File: src/rtl/red_pitaya_pwm_bank.sv
// -----------------------------------------------------------------------------
// red_pitaya_pwm_bank
//   Bank of CH pulse-width-modulated DAC outputs with DW-bit resolution.
//   A free-running DW-bit counter defines a 2^DW-cycle period. Each channel
//   has a bus-written target duty and an active duty. The active duty is
//   reloaded only at the period boundary, so a waveform never changes shape
//   mid-period.
//
//   Optional build macro: PWM_SLEW_EN
//     When defined, the active duty moves toward the target by at most STEP
//     per period. When undefined, the target is loaded directly and STEP is
//     only a read/write register field.
//
// Ports
//   clk_i      system clock
//   rstn_i     asynchronous active-low reset
//   sys_addr   bus address, only [7:0] decoded
//   sys_wdata  bus write data (full-word writes)
//   sys_sel    byte selects, unused
//   sys_wen    write strobe (1 cycle)
//   sys_ren    read strobe (1 cycle)
//   sys_rdata  read data, valid while sys_ack is high, held otherwise
//   sys_err    bus error, always 0
//   sys_ack    acknowledge, one cycle after every strobe
//   dac_o      PWM outputs, bit n drives channel n
//   period_o   one-cycle strobe following each period boundary
//
// Register map (byte offsets)
//   0x00         CTRL   [0] EN, [31:16] STEP
//   0x04         STATUS [CH-1:0] BUSY, [31:16] counter
//   0x20 + 4*n   CHn    write: target duty; read: {active, target}
// -----------------------------------------------------------------------------
module red_pitaya_pwm_bank #(
  parameter int CH = 4,
  parameter int DW = 8
) (
  input  logic          clk_i,
  input  logic          rstn_i,
  input  logic [31:0]   sys_addr,
  input  logic [31:0]   sys_wdata,
  input  logic [3:0]    sys_sel,
  input  logic          sys_wen,
  input  logic          sys_ren,
  output logic [31:0]   sys_rdata,
  output logic          sys_err,
  output logic          sys_ack,
  output logic [CH-1:0] dac_o,
  output logic          period_o
);

  localparam logic [DW-1:0] CNT_MAX = '1;
  localparam logic [3:0]    CH_L    = 4'(CH);

  logic          en;
  logic [15:0]   step;
  logic [DW-1:0] cnt;
  logic [DW-1:0] target [CH];
  logic [DW-1:0] active [CH];
  logic [CH-1:0] busy;
  logic          boundary;

  logic [7:0]    addr;
  logic [2:0]    ch_idx;
  logic          is_ctrl;
  logic          is_stat;
  logic          is_ch;
  logic [31:0]   rd;

  // Upper address bits, byte selects and unused data bits are don't-care.
  logic          unused_ok;
  assign unused_ok = ^{sys_sel, sys_addr, sys_wdata};

  assign sys_err  = 1'b0;
  assign boundary = en && (cnt == CNT_MAX);

`ifdef PWM_SLEW_EN
  // Move act toward tgt by at most stp. The DW+1-bit sum cannot leave the
  // DW-bit range when stp < distance, but is clamped anyway.
  function automatic logic [DW-1:0] slew_limit(input logic [DW-1:0] act,
                                               input logic [DW-1:0] tgt,
                                               input logic [DW-1:0] stp);
    logic [DW:0] dist;
    logic [DW:0] moved;
    dist  = (tgt >= act) ? ({1'b0, tgt} - {1'b0, act})
                         : ({1'b0, act} - {1'b0, tgt});
    moved = (tgt > act)  ? ({1'b0, act} + {1'b0, stp})
                         : ({1'b0, act} - {1'b0, stp});
    if (stp == '0 || dist <= {1'b0, stp})
      return tgt;
    if (moved[DW])
      return (tgt > act) ? '1 : '0;
    return moved[DW-1:0];
  endfunction
`endif

  // Address decode on the low byte; channel slots must be word aligned.
  always_comb begin
    addr    = sys_addr[7:0];
    ch_idx  = addr[4:2];
    is_ctrl = (addr == 8'h00);
    is_stat = (addr == 8'h04);
    is_ch   = (addr[7:5] == 3'b001) && (addr[1:0] == 2'b00) &&
              ({1'b0, addr[4:2]} < CH_L);
  end

  always_comb begin
    busy = '0;
    for (int n = 0; n < CH; n++)
      busy[n] = (active[n] != target[n]);
  end

  always_comb begin
    rd = '0;
    if (is_ctrl) begin
      rd = {step, 15'd0, en};
    end else if (is_stat) begin
      rd[31:16]   = 16'(cnt);
      rd[CH-1:0]  = busy;
    end else if (is_ch) begin
      for (int n = 0; n < CH; n++) begin
        if (ch_idx == 3'(n)) begin
          rd[31:16] = 16'(active[n]);
          rd[15:0]  = 16'(target[n]);
        end
      end
    end
  end

  // Bus stage: register writes, read data capture and acknowledge.
  always_ff @(posedge clk_i or negedge rstn_i) begin
    if (!rstn_i) begin
      en        <= 1'b0;
      step      <= '0;
      sys_ack   <= 1'b0;
      sys_rdata <= '0;
      for (int n = 0; n < CH; n++)
        target[n] <= '0;
    end else begin
      sys_ack <= sys_wen | sys_ren;
      if (sys_ren)
        sys_rdata <= rd;
      if (sys_wen) begin
        if (is_ctrl) begin
          en   <= sys_wdata[0];
          step <= sys_wdata[31:16];
        end
        for (int n = 0; n < CH; n++)
          if (is_ch && (ch_idx == 3'(n)))
            target[n] <= sys_wdata[DW-1:0];
      end
    end
  end

  // PWM stage: counter, boundary reload of active duties, output compare.
  always_ff @(posedge clk_i or negedge rstn_i) begin
    if (!rstn_i) begin
      cnt      <= '0;
      period_o <= 1'b0;
      dac_o    <= '0;
      for (int n = 0; n < CH; n++)
        active[n] <= '0;
    end else begin
      cnt      <= en ? cnt + 1'b1 : '0;
      period_o <= boundary;
      for (int n = 0; n < CH; n++) begin
        dac_o[n] <= en && (cnt < active[n]);
        if (!en) begin
          active[n] <= target[n];
        end else if (boundary) begin
`ifdef PWM_SLEW_EN
          active[n] <= slew_limit(active[n], target[n], step[DW-1:0]);
`else
          active[n] <= target[n];
`endif
        end
      end
    end
  end

endmodule

File: config.mk
export PLATFORM = sky130hd
export DESIGN_NAME = red_pitaya_pwm_bank
export DESIGN_NICKNAME = d
export VERILOG_FILES = /design/src/rtl/red_pitaya_pwm_bank.sv
export SDC_FILE = /design/constraint.sdc
export NUM_CORES = 1
export LEC_CHECK = 0
export BUFFER_PORTS_ARGS = -buffer_cell sky130_fd_sc_hd__buf_2
export CORE_MARGIN = 1
export CORE_UTILIZATION = 58
export DETAILED_ROUTE_END_ITERATION = 16
export GPL_ROUTABILITY_DRIVEN = 0
export GPL_TIMING_DRIVEN = 1
export PLACE_DENSITY = 0.79
export SYNTH_ARGS = -nofsm -noshare
export SYNTH_HDL_FRONTEND = slang
export SYNTH_SLANG_ARGS = --single-unit
File: constraint.sdc
create_clock -name clk_i -period 2.7 [get_ports clk_i]
set_input_delay 0.27 -clock clk_i [delete_from_list [all_inputs] [get_ports clk_i]]
set_output_delay 0.27 -clock clk_i [all_outputs]
set_load 0.05 [all_outputs]
## Word-level counts from Yosys, hierarchy flattened

Cells that the tools add are included.

| storage, ports and cells | value |
|---|---|
| bits in registers | 127 |
| input bits | 72 |
| output and inout port bits | 39 |
| logic and storage cells | 70 |

| operators by class | value |
|---|---|
| add/subtract/negate cells | 1 |
| magnitude comparators | 5 |
| equal/unequal tests | 11 |
| muxes and demuxes | 18 |
| bitwise operators | 1 |
| reductions and logical operators | 19 |

Operators by type and width:

| kind | count |
|---|---|
| 2-to-1 mux 32 bit | 5 |
| 2-to-1 mux 8 bit | 9 |
| < comparator 8 bit | 4 |
| inequality test 8 bit | 4 |
| 2-to-1 mux 24 bit | 1 |
| 2-to-1 mux 16 bit | 1 |
| 2-to-1 mux 12 bit | 1 |
| logical AND 1 bit | 11 |
| AND reduction 2 bit | 5 |
| adder 8 x 1 -> 8 bit, second input constant | 1 |
| == test 8 x 3 -> 1 bit, second input constant | 1 |
| == test 8 bit, second input constant | 1 |
| logical NOT 8 bit | 1 |
| == test 3 x 1 -> 1 bit, second input constant | 2 |
| == test 3 x 2 -> 1 bit, second input constant | 2 |
| 2-to-1 mux 4 bit | 1 |
| logical NOT 3 bit | 1 |
| < comparator 3 bit, second input constant | 1 |
| logical NOT 2 bit | 1 |
| inequality test 2 x 1 -> 1 bit, second input constant | 1 |
| bitwise OR 1 bit | 1 |

## Longest topological paths before layout

| depth | value |
|---|---|
| depth in word-level cells | 8 |
| gate-level depth with buffers | 6 |
| mapped depth without buffers | 6 |

## Worst setup path after synthesis

Ideal clock, no wire load.

| timing | value |
|---|---|
| path type | input to register |
| start | in sys_addr[1] |
| end | reg step[10] |
| setup time | 0.125 ns |
| arrival | 1.799 ns |
| data required time | 2.575 ns |
| slack | 0.776 ns |
| cell stages on the path | 6 |
| path buffers | 2 |
| cells stage by stage | or4_4 nor4_4 and3b_1 buf_6 buf_12 mux2_4 |

| on the way | value |
|---|---|
| cells in the longest elaborated chain, start to end | 2 |

Ends and longest elaborated chain:

| item | line | RTL |
|---|---|---|
| start, declared | 39 | `input logic [31:0] sys_addr,` |
| logical NOT 8 bit | 100 | `is_ctrl = (addr == 8'h00);` |
| AND reduction 2 bit (no source line) | n/a |  |
| end signal, assigned | 145 | `step <= sys_wdata[31:16];` |
| end, declared | 55 | `logic [15:0] step;` |

Every way passes these cells.
A chain may end at the register's enable or synchronous reset.

## Worst setup path in the final report

| timing | value |
|---|---|
| start | reg cnt[0] |
| end | reg active[30] (netlist bit) |

| on the way | value |
|---|---|
| cells in the longest elaborated chain, start to end | 3 |

Ends and longest elaborated chain:

| item | line | RTL |
|---|---|---|
| start, declared | 56 | `logic [DW-1:0] cnt;` |
| start signal, assigned | 163 | `cnt <= en ? cnt + 1'b1 : '0;` |
| == test 8 bit | 74 | `assign boundary = en && (cnt == CNT_MAX);` |
| logical AND 1 bit | 74 |  |
| inequality test 2 x 1 -> 1 bit (no source line) | n/a |  |
| end signal, assigned by index | 168 | `active[n] <= target[n];` |
| end signal, assigned by index | 173 | `active[n] <= target[n];` |
| end, declared | 58 | `logic [DW-1:0] active [CH];` |

Every way passes these cells.

==> results.toml <==
[outcome]
status = "finished clean"

[timing]
relSlewSlack_pct = 55.17
fin_crit_sh_pct = 78.79
fin_setup_tns_ps = 0
fmax_mhz = 470.1
tightest_slew_ps = 669.5
fin_crit_ps = 2127
report.final.slew_viol_count = 0
holdWs_ps = 24.58
fin_skew_ps = 8.100
rsz0062_at_grt = "false"
setup_viol = 0
finalHoldViolations = 0

[power]
powerDensity_mw_per_mm2 = 612.5
power_uw = 4648
peakVddDrop_v = 0.0005740
power.leakage_uw = 0.003629

[placed_design]
io_buffers = 65
placed_area_sq_mm = 0.006833
hpwl_mm = 10.90

[cts]
clk_pin_slew_ps = 50
cts-buffers-inserted = 17
htreeDepth = 4
cts_tree = "done"
clock_sinks = 119
cts-resized-gates = 0
clock_latency_ps = 520
root_buffer = "clkbuf_8"
clk_path_buf_depth = 2
cts_hold_buf = 16
cts_setup_buffers = 0

[logic_synthesis]
synth_flop_cell = "dfrtp_1"
ys_warn_count = 0
synth_enable_flop_cells = 0
yosysTopAreaCell = "dfrtp_1"
syn_area_per_cell_sq_um = 12.26
ys_async_sr_fraction_pct = 100.0
syn_inst = 519
yosys.area.top_type_share_pct = 46.79
ys_ff_latch = 119
synthTopCellsByArea = "dfrtp_1 47%, mux2_2 15%, ha_1 5.7%, xnor2_1 4.7%, mux2i_1 3.1%"
synth_cell_types = 50
yosysSeqAreaShare_pct = 46.79
synth_area_sq_mm = 0.006365

[final_layout]
drive_above_1_share_pct = 34.03
antennaDiodeCount = 0
layout_common_cells = "119 x dfrtp_1, 86 x mux2_2, 64 x buf_2"
fin_util_pct = 72.53
fillers = 720
syn_to_final_growth_pct = 19.23
layout.nets = 713
fin_area_sq_mm = 0.007589
layout_commonest_cell = "dfrtp_1"

[floorplanning]
rows = 37
initial_core_util_pct = 60.83
die-width_microns = 106.8
fp.dieH_microns = 106.8
ios = 111
fp.dieArea_sq_mm = 0.01140
core_sq_mm = 0.01046

[hold_path]
holdPathStages = 2
hold_class = "primary input to flop"

[global_route]
grt_max_degree = 52
grt_remaining_overflow = 0
grt_pass1_vias = 4815
grt_pass1_wl_mm = 25.40
grt_usage_pct = 30.21
antenna_found_initial = 0

[critical_path]
worst_setup_path_start_kind = "flop"
reg2reg_depth = 6
cp.arrival_ps = 2530
cp-endpoint = "active[30]"
rr_endpoint = "active[30]"
r2r_slack_ps = 570
worstSetupPathType = "flop to flop"
critPathMaxStageDelay_ps = 530
path_max_fanout = 32
timing.rr.start = "cnt[0]"
worstPathRequired_ps = 3100
worstSetupStartpoint = "cnt[0]"
cpLargestDelayFamily = "flip-flops"
cp.buffers_inverters = 1
endpoint_kind = "flop"
crit_slowest_cell = "dfrtp_1"
cp_num_cells = 6
crit_chain = "ha_1 -> and3_1 -> nand3_1 -> nand2_1 -> buf_4 -> mux2_2"

[drt]
drt_iter0_drc = 202
drc = 0
first_pass_iters = 4
vias_per_cell = 6.016
wl_per_cell_microns = 20.92
detail-route-antenna-nets = 0
vias = 4566
totalWireLength_mm = 15.88

[job]
cap_violations = 0
## sequential cells by signal (all words and copies together), names as in the netlist
register	cells
active	32
cnt	8
dac_o	4
en	1
period_o	1
step	16
sys_ack	1
sys_rdata	24
target	32
## metal layers
| metal | global-route usage, % | vias up | routed length [microns] |
|---|---|---|---|
| li1 | - | 2050 | - |
| met1 | 38.11 | 2333 | 6551 |
| met2 | 49.77 | 149 | 8013 |
| met3 | 5.897 | 34 | 785 |
| met4 | 15.07 | 0 | 531 |
| met5 | 0 | - | 0 |
## worst min-delay path by stage
| stage | from | end | slack [ps] |
|---|---|---|---|
| final | sys_wdata[1] | target[9] | 20 |
| after global routing | sys_wdata[1] | target[9] | 30 |
| after CTS | sys_wdata[18] | step[2] | 0.9 |
| after detailed placement | rstn_i | cnt[4] | 290 |
| after global placement | rstn_i | cnt[4] | 280 |
| after floorplan | rstn_i | active[0] | -30 |
## cell usage after synthesis, types with 7 or more instances
cell type / count
nand2_1: 12
mux2_4: 10
clkbuf_1: 7
buf_2: 10
xnor2_1: 34
nand3_1: 7
dfrtp_1: 119
mux2i_1: 20
nand4_1: 7
mux2_2: 86
inv_1: 40
ha_1: 29
nor2_1: 13
a22o_1: 8
a221oi_1: 7
o211ai_1: 7
o2bb2ai_1: 7
o2111ai_1: 8
a21oi_1: 10
buf_4: 10
## where the power goes
part,leakage [uW],internal (uW),switching [uW]
sequential,0.00164,1850,81.6
clock,0.000279,1460,759
combinational,0.00171,219,274
## stage by stage
step	setup slack (ps)	instances
CTS	612.8	758
global placement	499.2	712
detailed placement	487.4	712
floorplan	776.3	527
finish	572.8	759
global route	496.6	759
## cells by family after synthesis
family / synth area share [%]
compound gates: 9.456
xor+xnor: 5.229
fa+ha+maj: 5.701
buf+inv: 5.524
flops: 46.79
mux: 21.07
other cells: 0.05892
simple gates: 6.173
## final cells by class
class	count	area (sq um)	share of cell area (%)
repair buffers	97	635.6	8.376
well taps	136	170.2	2.242
multi-input cells	336	3065	40.40
flip-flops and latches	119	2978	39.24
clock inverters	8	122.6	1.616
clock buffers	22	462.9	6.101
inverters	41	153.9	2.028
Power figures use the tool's default switching activity.
